File: config.mk
export PLATFORM = sky130hd
export DESIGN_NAME = xnor_gate
export DESIGN_NICKNAME = d
export VERILOG_FILES = /design/src/rtl/xnor_gate.sv
export SDC_FILE = /design/constraint.sdc
export NUM_CORES = 1
export LEC_CHECK = 0
export CORE_AREA = 5 5 42 44
export CTS_BUF_LIST = sky130_fd_sc_hd__clkbuf_8
export DETAILED_ROUTE_END_ITERATION = 7
export DIE_AREA = 0 0 47 49
export PLACE_DENSITY = 0.66
export REMOVE_ABC_BUFFERS = 1
export SYNTH_ARGS = -nofsm -noshare
export SYNTH_HDL_FRONTEND = slang
export SYNTH_SLANG_ARGS = --single-unit
File: constraint.sdc
create_clock -name clk -period 1.59 [get_ports clk]
set_clock_uncertainty 0.1 [all_clocks]
set_input_delay 0.3975 -clock clk [delete_from_list [all_inputs] [get_ports clk]]
set_output_delay 0.3975 -clock clk [all_outputs]
set_load 0.01 [all_outputs]
File: src/rtl/xnor_gate.sv
// Bitwise XNOR gate with a registered copy, a registered equality flag and a
// saturating count of the clock edges at which the operands matched.
module xnor_gate #(
    parameter int WIDTH = 1,
    parameter int CNT_W = 8
) (
    input  logic [WIDTH-1:0] a,
    input  logic [WIDTH-1:0] b,
    output logic [WIDTH-1:0] y,
    input  logic             clk,
    input  logic             rst,
    output logic [WIDTH-1:0] y_q,
    output logic             eq,
    output logic             eq_q,
    output logic [CNT_W-1:0] eq_cnt
);

    logic [CNT_W-1:0] cnt_q, cnt_d;

    assign y      = ~(a ^ b);
    assign eq     = &y;
    assign eq_cnt = cnt_q;

    // Count matching edges, but stop at all-ones rather than wrapping.
    always_comb begin
        cnt_d = cnt_q;
        if (eq && (cnt_q != {CNT_W{1'b1}}))
            cnt_d = cnt_q + CNT_W'(1);
    end

    always_ff @(posedge clk or posedge rst) begin
        if (rst) begin
            y_q   <= '0;
            eq_q  <= 1'b0;
            cnt_q <= '0;
        end else begin
            y_q   <= y;
            eq_q  <= eq;
            cnt_q <= cnt_d;
        end
    end

endmodule

==> impl_metrics.json <==
{
  "status": "complete, no violations",
  "start_util_pct": 31.70,
  "clkLatencyLatePin_ps": 240,
  "place_area_um2": 644.4,
  "grt_pass1_vias": 382,
  "fin_crit_sh_pct": 94.56,
  "reg2reg_from": "eq_cnt[4]$_DFFE_PP0P_",
  "grt_util_met3_pct": 3.690,
  "p_leak_nw": 0.3460,
  "drv_cap": 0,
  "portBuffers": 15,
  "final_max_slew_viol_count": 0,
  "synth_area_um2": 444.2,
  "final_common_cell": "dlygate4sd2_1",
  "clock.fmax_mhz": 665.1,
  "wl_mm": 1.042,
  "grt_pass1_wl_mm": 1.656,
  "period_minus_slack_ps": 1503,
  "top_usage_layer": "met2",
  "finalNetCount": 69,
  "netlist_top_cells_area": "dfrtp_1, nand3_4, xnor2_1",
  "tightest_slew_ps": 351.7,
  "avgViaCountPerCell": 4.848,
  "comb_power_share_pct": 44.9,
  "drtAntennaViolNets": 0,
  "area.growth.synth_to_final_pct": 58.31,
  "firstDrtPassIters": 2,
  "num_antenna_cells": 0,
  "p_clk_share_pct": 21.7,
  "rows": 14,
  "met2_usage_pct": 15.61,
  "drive_gt1_share_pct": 34.92,
  "power.density_nw_per_um2": 1727,
  "cts_buffers": 3,
  "critical_path_class": "input port to flip-flop",
  "cts_root_buf": "clkbuf_8",
  "core_um2": 1401,
  "cts_tree": "done",
  "critPathTopFamily": "buffers and inverters",
  "p_sw_share_pct": 35.91,
  "p_seq_share_pct": 33.4,
  "critical_path.cell_chain": "dlygate4sd2_1 > xnor2_2 > buf_4 > and4_4 > o21a_1 > a41oi_2",
  "clk_path_buf_depth": 2,
  "yosysTopAreaCellShare_pct": 50.70,
  "synth.avg_cell_area_um2": 12.34,
  "die_h_um": 49,
  "r2r_end": "eq_cnt[1]$_DFFE_PP0P_",
  "grt_max_degree": 10,
  "ys_warn_count": 0,
  "end_kind": "flip-flop",
  "dr.first_iter.drc_count": 3,
  "synth.distinct_cells": 22,
  "switchingPower_mw": 0.4360,
  "crit_path_start": "a",
  "dp_hpwl_um": 714.1,
  "yosysTopAreaCell": "dfrtp_1",
  "cpMaxStageDelayCell": "dlygate4sd2_1",
  "fin_util_pct": 50.18,
  "gr-total-overflow": 0,
  "worst_r2r_path_depth": 5,
  "die_width_um": 47,
  "cell_internal_pwr_mw": 0.7781,
  "hold_buffers": 0,
  "cp-start-kind": "input port",
  "required_ps": 1580,
  "setup_viol": 0,
  "critPathMaxFanout": 4,
  "h-tree-depth": 1,
  "place_congestion": 0.7325,
  "wl_per_cell_um": 13.19,
  "ys_seq_elements": 9,
  "worstPathArrival_ps": 1500,
  "slew_headroom_pct": 76.53,
  "finalPower_mw": 1.214,
  "ir_worst_vdd_uv": 796.6,
  "boundaryPins": 16,
  "dieArea_um2": 2303,
  "use_met1_pct": 11.49,
  "max_stage_delay_ps": 250,
  "syn_inst": 36,
  "drc": 0,
  "grt_use_total_pct": 10.50,
  "hold_class": "input port to async pin",
  "ys_seq_area_share_pct": 50.70,
  "hold_violations": 0,
  "n_fill_cell": 151,
  "antenna_found_initial": 0,
  "vias": 383,
  "clkTransAtPathRegs_ps": 50,
  "worst-path-buf-inv": 2,
  "final_cell_mix": "dlygate4sd2_1, buf_4, dfrtp_1, a21oi_1, clkbuf_8",
  "reg2reg_slack_ps": 100,
  "fin_area_um2": 703.2,
  "clock-sinks": 9
}
worst max-delay path by stage:
stage,end,depth (start not counted)
2_1_floorplan,eq_cnt[5]$_DFFE_PP0P_,4
3_3_place_gp,eq,3
3_5_place_dp,y,3
4_1_cts,eq_cnt[5]$_DFFE_PP0P_,6
5_1_grt,eq_cnt[5]$_DFFE_PP0P_,6
6_report,eq_cnt[5]$_DFFE_PP0P_,6
logic make-up (layout without fill, tap and decap cells):
group,Yosys count,in the layout,share of synthesized area [%]
compound gates,9,9,13.80
mux,1,1,2.535
simple gates,9,9,16.34
fa+ha+maj,1,1,2.816
flops,9,9,50.71
xor+xnor,4,4,9.580
buf+inv,3,30,4.224
stage by stage:
stage,setup TNS [ps],cells,hold slack (ps),setup WS [ps]
detailed placement,-3363,71,425.7,-520.4
global route,-23.81,79,381.4,-23.81
floorplan,0,34,125.4,34.81
finish,0,79,322.4,86.54
global placement,-3198,71,422.6,-520.5
CTS,0,78,336.1,65.99
repair_timing:
item	CTS	global route
pin swaps	1	2
endpoints found under the setup margin	18	1
buffers inserted	3	1
resized for setup	20	2
layout make-up:
class | count | area [um2] | share of cell area, %
tap | 16 | 20.02 | 2.847
inverter | 1 | 3.754 | 0.5338
clock buffer | 3 | 41.29 | 5.872
multi-input combinational | 24 | 207.7 | 29.54
timing repair buffer | 25 | 201.4 | 28.65
clock inverter | 1 | 3.754 | 0.5338
sequential | 9 | 225.2 | 32.03
sequential cells by signal (all words and copies together), names as in the netlist:
| register | cells |
|---|---|
| eq_q | 1 |
| eq_cnt | 8 |
Yosys cell counts, drive strengths merged:
master / instances
a31oi: 2
nor2b: 1
o21a: 1
buf: 2
and4: 1
mux2: 1
nand2: 2
nand3: 2
xnor2: 3
xor2: 1
a21oi: 3
a41oi: 1
dfrtp: 9
and3: 3
o21ai: 1
inv: 1
o22a: 1
ha: 1
power groups by stage:
stage / sequential, mW / combinational [mW] / clock (mW)
floorplan: 0.475 / 0.192 / 0
global placement: 0.417 / 0.549 / 0
detailed placement: 0.422 / 0.559 / 0
CTS: 0.403 / 0.533 / 0.267
global route: 0.420 / 0.601 / 0.282
finish: 0.405 / 0.546 / 0.264
routing by layer:
metal | vias to the layer above | wire length [um]
met4 | 0 | 40
li1 | 182 | -
met5 | - | 0
met2 | 13 | 543
met1 | 183 | 407
met3 | 5 | 50
Power figures use the tool's default switching activity.
